--- config.mk ---
export PLATFORM = sky130hd
export DESIGN_NAME = spi_master_engine
export DESIGN_NICKNAME = d
export VERILOG_FILES = /design/src/rtl/spi_master_engine.sv
export SDC_FILE = /design/constraint.sdc
export NUM_CORES = 1
export LEC_CHECK = 0
export CAP_MARGIN = 20
export CORE_MARGIN = 10
export CORE_UTILIZATION = 40
export CTS_CLUSTER_DIAMETER = 60
export DETAILED_ROUTE_END_ITERATION = 12
export GPL_TIMING_DRIVEN = 0
export SETUP_SLACK_MARGIN = 0.1
export SYNTH_ARGS = -nofsm -noshare
export SYNTH_HDL_FRONTEND = slang
export SYNTH_SLANG_ARGS = --single-unit
--- constraint.sdc ---
create_clock -name I_CLK -period 1.97 [get_ports I_CLK]
set_input_delay 0.2955 -clock I_CLK [delete_from_list [all_inputs] [get_ports I_CLK]]
set_output_delay 0.2955 -clock I_CLK [all_outputs]
set_load 0.02 [all_outputs]
--- src/rtl/spi_master_engine.sv ---
// SPI master transfer engine: one word per start pulse, run-time CPOL/CPHA,
// programmable SCLK rate, multiple chip selects and a start/busy/done/err handshake.
module spi_master_engine #(
    parameter int DATA_WIDTH  = 8,
    parameter int NUM_CS      = 3,
    parameter int CS_WIDTH    = 2,
    parameter int HALF_PERIOD = 4,
    parameter int MSB_FIRST   = 1
) (
    input  logic                  I_CLK,
    input  logic                  I_RESETN,
    input  logic                  start,
    input  logic                  cpol,
    input  logic                  cpha,
    input  logic [CS_WIDTH-1:0]   cs_sel,
    input  logic [DATA_WIDTH-1:0] tx_data,
    output logic [DATA_WIDTH-1:0] rx_data,
    output logic                  busy,
    output logic                  done,
    output logic                  err,
    output logic                  SCLK_MASTER,
    output logic                  MOSI_MASTER,
    input  logic                  MISO_MASTER,
    output logic [NUM_CS-1:0]     SS_N_MASTER
);

    localparam int HP_W = $clog2(HALF_PERIOD);
    localparam int BC_W = $clog2(2 * DATA_WIDTH);

    localparam logic [2:0] S_IDLE  = 3'd0;
    localparam logic [2:0] S_SETUP = 3'd1;
    localparam logic [2:0] S_SHIFT = 3'd2;
    localparam logic [2:0] S_HOLD  = 3'd3;
    localparam logic [2:0] S_DONE  = 3'd4;
    localparam logic [2:0] S_ERR   = 3'd5;

    logic [2:0]            state;
    logic [HP_W-1:0]       hp_cnt;
    logic [BC_W-1:0]       bit_cnt;
    logic                  cpol_q, cpha_q, sclk_q, mosi_q;
    logic [CS_WIDTH-1:0]   cs_q;
    logic [DATA_WIDTH-1:0] tx_sh, rx_sh, rx_q;

    function automatic logic first_bit(input logic [DATA_WIDTH-1:0] d);
        return (MSB_FIRST != 0) ? d[DATA_WIDTH-1] : d[0];
    endfunction

    function automatic logic [DATA_WIDTH-1:0] shift_out(input logic [DATA_WIDTH-1:0] d);
        return (MSB_FIRST != 0) ? {d[DATA_WIDTH-2:0], 1'b0} : {1'b0, d[DATA_WIDTH-1:1]};
    endfunction

    function automatic logic [DATA_WIDTH-1:0] shift_in(input logic [DATA_WIDTH-1:0] d,
                                                       input logic b);
        return (MSB_FIRST != 0) ? {d[DATA_WIDTH-2:0], b} : {b, d[DATA_WIDTH-1:1]};
    endfunction

    logic hp_last, sclk_edge, leading, last_edge, sample, advance, active, cs_bad;

    assign hp_last   = (hp_cnt == HP_W'(HALF_PERIOD - 1));
    assign sclk_edge = (state == S_SHIFT) && hp_last;
    // Even-numbered edges leave the idle level (leading), odd ones return to it.
    assign leading   = ~bit_cnt[0];
    assign last_edge = (bit_cnt == BC_W'(2 * DATA_WIDTH - 1));
    assign sample    = sclk_edge && (cpha_q ? ~leading : leading);
    assign advance   = sclk_edge && (cpha_q ? leading : (~leading && ~last_edge));
    assign active    = (state == S_SETUP) || (state == S_SHIFT) || (state == S_HOLD);
    assign cs_bad    = ({1'b0, cs_sel} >= (CS_WIDTH + 1)'(NUM_CS));

    always_ff @(posedge I_CLK or negedge I_RESETN) begin
        if (!I_RESETN) begin
            state   <= S_IDLE;
            hp_cnt  <= '0;
            bit_cnt <= '0;
            cpol_q  <= 1'b0;
            cpha_q  <= 1'b0;
            sclk_q  <= 1'b0;
            mosi_q  <= 1'b0;
            cs_q    <= '0;
            tx_sh   <= '0;
            rx_sh   <= '0;
            rx_q    <= '0;
        end else begin
            case (state)
                S_IDLE: if (start) begin
                    cpol_q  <= cpol;
                    cpha_q  <= cpha;
                    cs_q    <= cs_sel;
                    sclk_q  <= cpol;
                    hp_cnt  <= '0;
                    bit_cnt <= '0;
                    // CPHA=0 presents bit 0 during setup; CPHA=1 drives it on the first leading edge.
                    mosi_q  <= cpha ? 1'b0 : first_bit(tx_data);
                    tx_sh   <= cpha ? tx_data : shift_out(tx_data);
                    state   <= cs_bad ? S_ERR : S_SETUP;
                end
                S_SETUP: begin
                    hp_cnt <= hp_last ? '0 : hp_cnt + HP_W'(1);
                    if (hp_last) state <= S_SHIFT;
                end
                S_SHIFT: begin
                    hp_cnt <= hp_last ? '0 : hp_cnt + HP_W'(1);
                    if (hp_last) begin
                        sclk_q  <= ~sclk_q;
                        bit_cnt <= bit_cnt + BC_W'(1);
                        if (last_edge) state <= S_HOLD;
                    end
                end
                S_HOLD: begin
                    hp_cnt <= hp_last ? '0 : hp_cnt + HP_W'(1);
                    if (hp_last) begin
                        rx_q  <= rx_sh;
                        state <= S_DONE;
                    end
                end
                default: state <= S_IDLE;
            endcase
            if (sample) rx_sh <= shift_in(rx_sh, MISO_MASTER);
            if (advance) begin
                mosi_q <= first_bit(tx_sh);
                tx_sh  <= shift_out(tx_sh);
            end
        end
    end

    always_comb begin
        SS_N_MASTER = '1;
        if (active) begin
            for (int i = 0; i < NUM_CS; i++)
                if (cs_q == CS_WIDTH'(i)) SS_N_MASTER[i] = 1'b0;
        end
    end

    assign SCLK_MASTER = sclk_q;
    assign MOSI_MASTER = active & mosi_q;
    assign rx_data     = rx_q;
    assign busy        = active || (state == S_ERR);
    assign done        = (state == S_DONE) || (state == S_ERR);
    assign err         = (state == S_ERR);

endmodule

== After elaboration in Yosys (flattened, before gate mapping) ==
Index checks and enable logic that the tools add are counted.
Word-level totals
  register bits after elaboration: 38
  latch bits: 0
  memory bits (writable): 0
  ROM bits: 0
  input bits: 16
  logic and storage cells: 82
  memories kept: 0
Operators by class
  add/subtract/negate cells: 2
  $mul: 0
  divide/modulo/power cells: 0
  magnitude comparators: 1
  equality and inequality tests: 14
  shifts and indexed selects: 0
  multiplexer cells: 30
  bitwise operators: 4
  reduce and logical (&&, ||, !) cells: 21
Operators by type and width (number)
  $mux 8: 4
  $mux 3: 7
  $pmux 3 s4: 1
  $mux 1: 11
  $ne 2x2->1 const B: 5
  $mux 4: 2
  $pmux 4 s2: 1
  $reduce_and 2->1: 4
  $reduce_bool 2->1: 4
  $eq 3x2->1 const B: 2
  $eq 3x3->1 const B: 2
  $reduce_and 5->1: 1
  $add 4x1->4 const B: 1
  $eq 2x2->1 const B: 2
  $eq 4x4->1 const B: 1
  $logic_and 1x1->1: 4
  $logic_or 1x1->1: 4
  $mux 2: 2
  $pmux 2 s2: 1
  $eq 3x1->1 const B: 1
  $logic_not 3->1: 1
  $not 1->1: 3
  $reduce_and 3->1: 1
  $reduce_or 3->1: 1
  other kinds (6): 6

== Depth between registers and ports, before layout ==
Gate-level depths: netlist of run 1.
  word-level depth: 7
  mapped depth: 5

== Least setup slack after synthesis of run 1 ==
Ideal clock, no wire load.
  path type: register -> output
  from: register state[2]
  to: output port err
  arrival time: 1.370 ns
  required time: 1.674 ns
  path slack: 0.304 ns
  cell stages (with the launch flop): 4
  cells stage by stage: dfrtp_1 clkbuf_1 nor2b_1 and2_1
Between the ends
  longest elaborated chain between the ends: 1
RTL lines
  from (decl): RTL line 37  | logic [2:0] state;
  from (signal assigned): RTL line 94  | state <= cs_bad ? S_ERR : S_SETUP;
  $eq 3x3->1: RTL line 138  | assign err = (state == S_ERR);
  to (decl): RTL line 20  | output logic err,
Every way passes these cells.

== Worst setup path after layout of run 1 ==
  from: register state[2]
  to: output port MOSI_MASTER
Between the ends
  longest elaborated chain between the ends: 4
  elaborated cells on any way between the ends: 6
  those cells by class: eq/ne: 3; bitwise: 1; reduce/logical: 2
RTL lines
  $eq 3x1->1 / $eq 3x2->1 (equally long branches): RTL line 66  | assign active = (state == S_SETUP) || (state == S_SHIFT) || (state == S_HOLD);
  $logic_or 1x1->1: RTL line 66
  $logic_or 1x1->1 *: RTL line 66
  $and 1x1->1 *: RTL line 134  | assign MOSI_MASTER = active & mosi_q;
  to (decl): RTL line 22  | output logic MOSI_MASTER,
Mark *: on every way between the ends. The rest lies on a longest branch, timed or not.

==> results of run 1 <==
[worst paths after layout]
kind / from / slack (ps) / cells after the start / end
setup / recovery: state[2] / 180 / 4 / MOSI_MASTER
hold / removal: I_RESETN / 100 / 1 / rx_data[5]
setup reg to reg: hp_cnt[0] / 180 / 5 / tx_sh[5]
hold reg to reg: rx_sh[7] / 490 / 1 / rx_sh[7]
max in group asynchronous: I_RESETN / 1300 / 1 / state[1]
min in group I_CLK: rx_sh[7] / 490 / 1 / rx_sh[7]
[flip-flops by register name (all words and copies together) (netlist names)]
name / count
mosi_q: 1
SCLK_MASTER: 1
rx_data: 8
bit_cnt: 4
rx_sh: 8
hp_cnt: 2
cs_q: 2
state: 3
cpha_q: 1
tx_sh: 8
[critical path, delay by kind of cell, from the launching register on]
kind	cells	cell delay, ps
DFF	1	450
and+or+nand+nor	1	130
buffers and inverters	2	360
AOI/OAI and AO/OA	1	260
[cell type report]
type                            instances  area share, %
Timing Repair Buffer                   33           12.1
Buffer                                 12           3.34
Multi-Input combinational cell        119           37.1
Tap cell                               52           2.72
Clock inverter                          1           1.25
Sequential cell                        38           39.9
Inverter                                1          0.157
Clock buffer                            6           3.45
[layout by cell type, fill, tap and decap left out, types with 2 or more instances in the layout]
cell type        instances
nand3_1                  7
o31ai_1                  2
or3_1                    2
buf_4                    6
a21oi_1                  4
nand2_1                 21
nand4_1                  6
clkbuf_1                 2
nor3b_1                  7
buf_2                    8
nor2_1                   6
and3_1                   2
mux2_1                  16
a32oi_1                  4
o21ai_1                  3
o211ai_1                 4
clkdlybuf4s50_1         22
dfrtp_2                  3
dlygate4sd2_1            2
buf_6                    2
clkbuf_2                 2
clkbuf_8                 6
and2_1                   2
mux2i_1                  4
nor2b_1                  4
a221o_1                  2
dfrtp_1                 35
[metal layers]
layer / GRT usage [%] / part of all wire (%)
met1: 14.6 / 44
met2: 18.0 / 48
met3: 4.23 / 6.6
met4: 4.41 / 1.1
met5: 0 / 0
[power groups by stage]
stage / Clock (uW) / Combinational [uW] / Sequential (uW)
final: 680 / 1260 / 1220
after global routing: 729 / 1380 / 1240
after CTS: 691 / 1240 / 1220
after detailed placement: 0 / 1240 / 1230
after global placement: 0 / 1210 / 1210
after floorplan: 0 / 768 / 1230
[repair_timing]
| item | in CTS | in global routing |
|---|---|---|
| gates resized for setup | 23 | 7 |
| endpoints found under the setup margin | 9 | 7 |
| setup buffers | 1 | 2 |
[logic make-up (layout without fill, tap and decap cells)]
logic type                 Yosys count  count (layout)  share of synthesized area (%)
AOI/OAI and AO/OA                   27              27                           10.3
buffers and inverters               13              53                           4.24
adders and majority gates            2               2                           1.32
DFF                                 38              38                           50.3
xor gates and xnor gates             2               2                           1.32
muxes                               20              20                           11.7
and+or+nand+nor                     68              68                           20.8
[metrics by stage]
step	area [sq um]	hold WS (ps)
2_1_floorplan	1890	-0.0911
3_3_place_gp	2250	469
3_5_place_dp	2250	456
4_1_cts	2380	134
5_1_grt	2390	153
6_report	2390	99.0
==> run metrics, run 1 <==
vias in the first global route 1468; Seq pwr share 38.6%; CP max-delay cell dfrtp_2; Synth Warn # 0; core area 4470 sq um; WS Path Type reg2out; clock share of power between 20% and 30%; Inst Count DP 252; antenna-violating nets left 0; actual slew at the worst max-slew pin 833 ps; Die X 88.7 um; root buffer selected by CTS clkbuf_8; Finished Layout Cells 262; sw power 1140 uW; Seq/Total Area, Yosys 50.3%; Final Hold Vio Count 0; Mapped Cells between 150 and 200; # port buffers 30; pre-CTS WS -135 ps; Total GRT Usage between 10% and 20%; # diodes 0; Die ar. just under 8000 sq um; Worst-Skew Late Latency 290 ps; Filler cells 403; initial antenna violation count 0; Clk pin slew, worst setup/hold paths 80 ps; Final Power approximately 3200 uW; Leak 0.00110 uW; DR WL/cell 16.7 um; via count 1452; top-count cell post-synth dfrtp_1; crit path time final 1790 ps; Cell Area, Synth 1890 sq um; top_reg_cell synth dfrtp_1; Area contributors post-synth dfrtp_1 50%, mux2_1 9.5%, nand2_1 4.2%; Logic pwr share 39.8%; endpoints failing setup 0; multi-input logic area 888 sq um; Switching Share 36.3%; post-route setup slack 179 ps; HPWL Detailed 3140 um; H-tree depth 2; drt drc 0; Syn-to-layout area delta 26.8%; Synth area leader dfrtp_1; Max FO, Critical Path 10; Largest stage delay, worst path 450 ps; Slew Limit Fails 0; critical path launch point type flip-flop; Rows 24; area fraction of the dominant cell type after synthesis between 50 and 60%; Int Power around 2000 uW; CTS hold repair buffers 0; CP Data Arrival Time 1500 ps; Max-Cap Viols 0; first-pass GRT wire length 7150 um; DR iter-0 viols 121; Crit. End Element output pin; clk_skew 11.4 ps; maximum root-to-sink buffer count 2; Post-Syn Nets 188; final wirelength 4380 um; hold crit path type in2async; layout cells sized above 1 about 17%; Starting Density 42.2%; fin util 53.5%; Cell Chain, Critical Path clkbuf_4 > o21ba_4 > and2_1 > buf_2; Placer Congestion 0.841; Peak VDD IR slightly below 0.7 mV; # clock sinks 38; FMAX 558 MHz; Setup TNS 0 ps; #FFs+latches synth 38; nets 228; RSZ-0062 raised after global routing no; First-pass DRT Iterations 4; synth cell count leaders 38 x dfrtp_1, 21 x nand2_1, 16 x mux2_1, 7 x nand3_1, 7 x nor3b_1; Post-synth ARST share between 90% and 100%; largest net degree at the start of global routing 39; Syn Area/Cell 11.1 sq um; synth unique cells 45; CTS Buf Count 5; IO Pins 32; fin crit share 90.9%; outcome complete, no violations; GRT overflow 0; sequential cell area between 900 and 1000 sq um; Die Y slightly below 90 um; Rel. slew slack 44.4%; Worst Path Required around 1700 ps; Vias/cell 5.54; Post-synth EDFFs 0; CTS tree built; PwrDens 1320 nW/um^2
Note: power is estimated with default switching activity, not from simulation.
==> inputs of run 2 (changes only) <==
Settings changed: CAP_MARGIN 20 to not set, GPL_ROUTABILITY_DRIVEN set to 1, GPL_TIMING_DRIVEN 0 to 1.
==> run 2 against run 1 <==
  * Sequential power about the same
  * Non-clock buffer count rose by 1
  * Via count rose by 2.1%
  * Final cell count rose by 0.76%
  * Setup slack gained 15 ps
  * Largest power group unchanged
  * Die area is the same
==> run metrics, run 2 (same netlist as run 1, synthesis figures left out) <==
IO Pins 32; endpoints failing setup 0; layout cells sized above 1 16.0%; drt drc 0; R2R depth 5; post_cts resized 9; vias in the first global route 1507; fin crit share between 90% and 100%; CP Data Arrival Time 1950 ps; # port buffers 31; via count 1483; postcts setup bufs 0; largest net degree at the start of global routing 39; Rel. slew slack 43.8%; Slew Limit Fails 0; multi-input logic area just under 900 sq um; DR iter-0 viols 57; Setup TNS 0 ps; Final Hold Vio Count 0; outcome complete, no violations; Rows 24; antenna-violating nets left 0; RSZ-0062 raised after global routing no; First-pass DRT Iterations 4; Max-Cap Viols 0; # diodes 0; Worst-Skew Late Latency between 200 and 300 ps; Die X roughly 89 um; commonest non-fill, non-tap cell in the layout dfrtp_1; GRT overflow 0; HPWL Detailed 3200 um; maximum root-to-sink buffer count 2; H-tree depth 2; Peak VDD IR 0.570 mV; nets approximately 230; clk_skew 6.24 ps; Inst Count DP 256; FMAX 563 MHz; sequential cell area 953 sq um; Vias/cell around 5.6; most frequent cells in the layout 36 x dfrtp_1, 23 x clkdlybuf4s50_1, 21 x nand2_1; Clk pin slew, worst setup/hold paths 80 ps; first-pass GRT wire length between 7000 and 8000 um; # clock sinks 38; Filler cells 402; critical path launch point type flip-flop; pre-CTS WS 52.0 ps; CTS tree built; Syn-to-layout area delta 28.9%; initial antenna violation count 0; actual slew at the worst max-slew pin approximately 840 ps; core area 4470 sq um; r2r setup slk 190 ps; Finished Layout Cells roughly 260; WS Path Type reg2reg; PwrDens approximately 1300 nW/um^2; Starting Density between 40% and 50%; crit path time final 1780 ps; CTS Buf Count 5; Die Y 88.7 um; post-route setup slack 194 ps; Worst Path Required 2140 ps; final wirelength between 4000 and 5000 um; Crit. End Element flip-flop; Max FO, Critical Path 16; Final Power between 3000 and 4000 uW; Leak between 0.001 and 0.0015 uW; DR WL/cell 15.8 um; hold crit path type in2async; Worst setup startpoint state[1]; Die ar. 7870 sq um; root buffer selected by CTS clkbuf_8; r2r startpoint state[1]; Worst R2R End tx_sh[6]; CTS hold repair buffers 0; Total GRT Usage 11.4%; Placer Congestion 0.877
[run 2: changes by cell type in the layout (fill, tap and decap cells not counted), moves of 2 or more]
cell / delta
buf_2: -7
buf_4: +9
buf_6: -2
clkbuf_1: -2
dlygate4sd2_1: +4
[run 2: worst max-delay path by stage]
stage                      to  slack, ps  depth (start not counted)
6_report             tx_sh[6]        190                          5
3_3_place_gp         tx_sh[6]        110                          5
4_1_cts        SS_N_MASTER[0]        100                          3
5_1_grt                   err        100                          4
3_5_place_dp         tx_sh[6]         50                          5
2_1_floorplan             err        300                          3
[run 2: power breakdown]
| part | internal (uW) | switching, uW |
|---|---|---|
| clock network | 507 | 281 |
| registers | 1030 | 189 |
| logic | 587 | 653 |
[run 2: critical path: stages, from the launching register on]
cell,delay [ps]
dfrtp_2,460
buf_4,180
or4b_1,490
buf_4,210
a211oi_2,230
o31ai_1,90
[run 2: stage by stage]
step	area, sq um	utilization (%)	hold WS (ps)
6_report	2430	54.4	110
5_1_grt	2430	54.4	149
2_1_floorplan	1890	-	-0.0911
3_3_place_gp	2300	51.3	435
4_1_cts	2430	54.3	131
3_5_place_dp	2300	51.3	447
[run 2: layout make-up]
class,count,area share [%]
clock inverter,3,2.83
multi-input combinational,119,35.7
tap,52,2.67
inverter,1,0.154
timing repair buffer,46,16.6
sequential,38,39.2
clock buffer,5,2.83
[run 2: metal layers]
layer,part of all wire [%],GRT usage [%]
met2,47,18.0
met3,6.8,4.14
met1,45,13.8
met4,1.7,4.41
met5,0,0
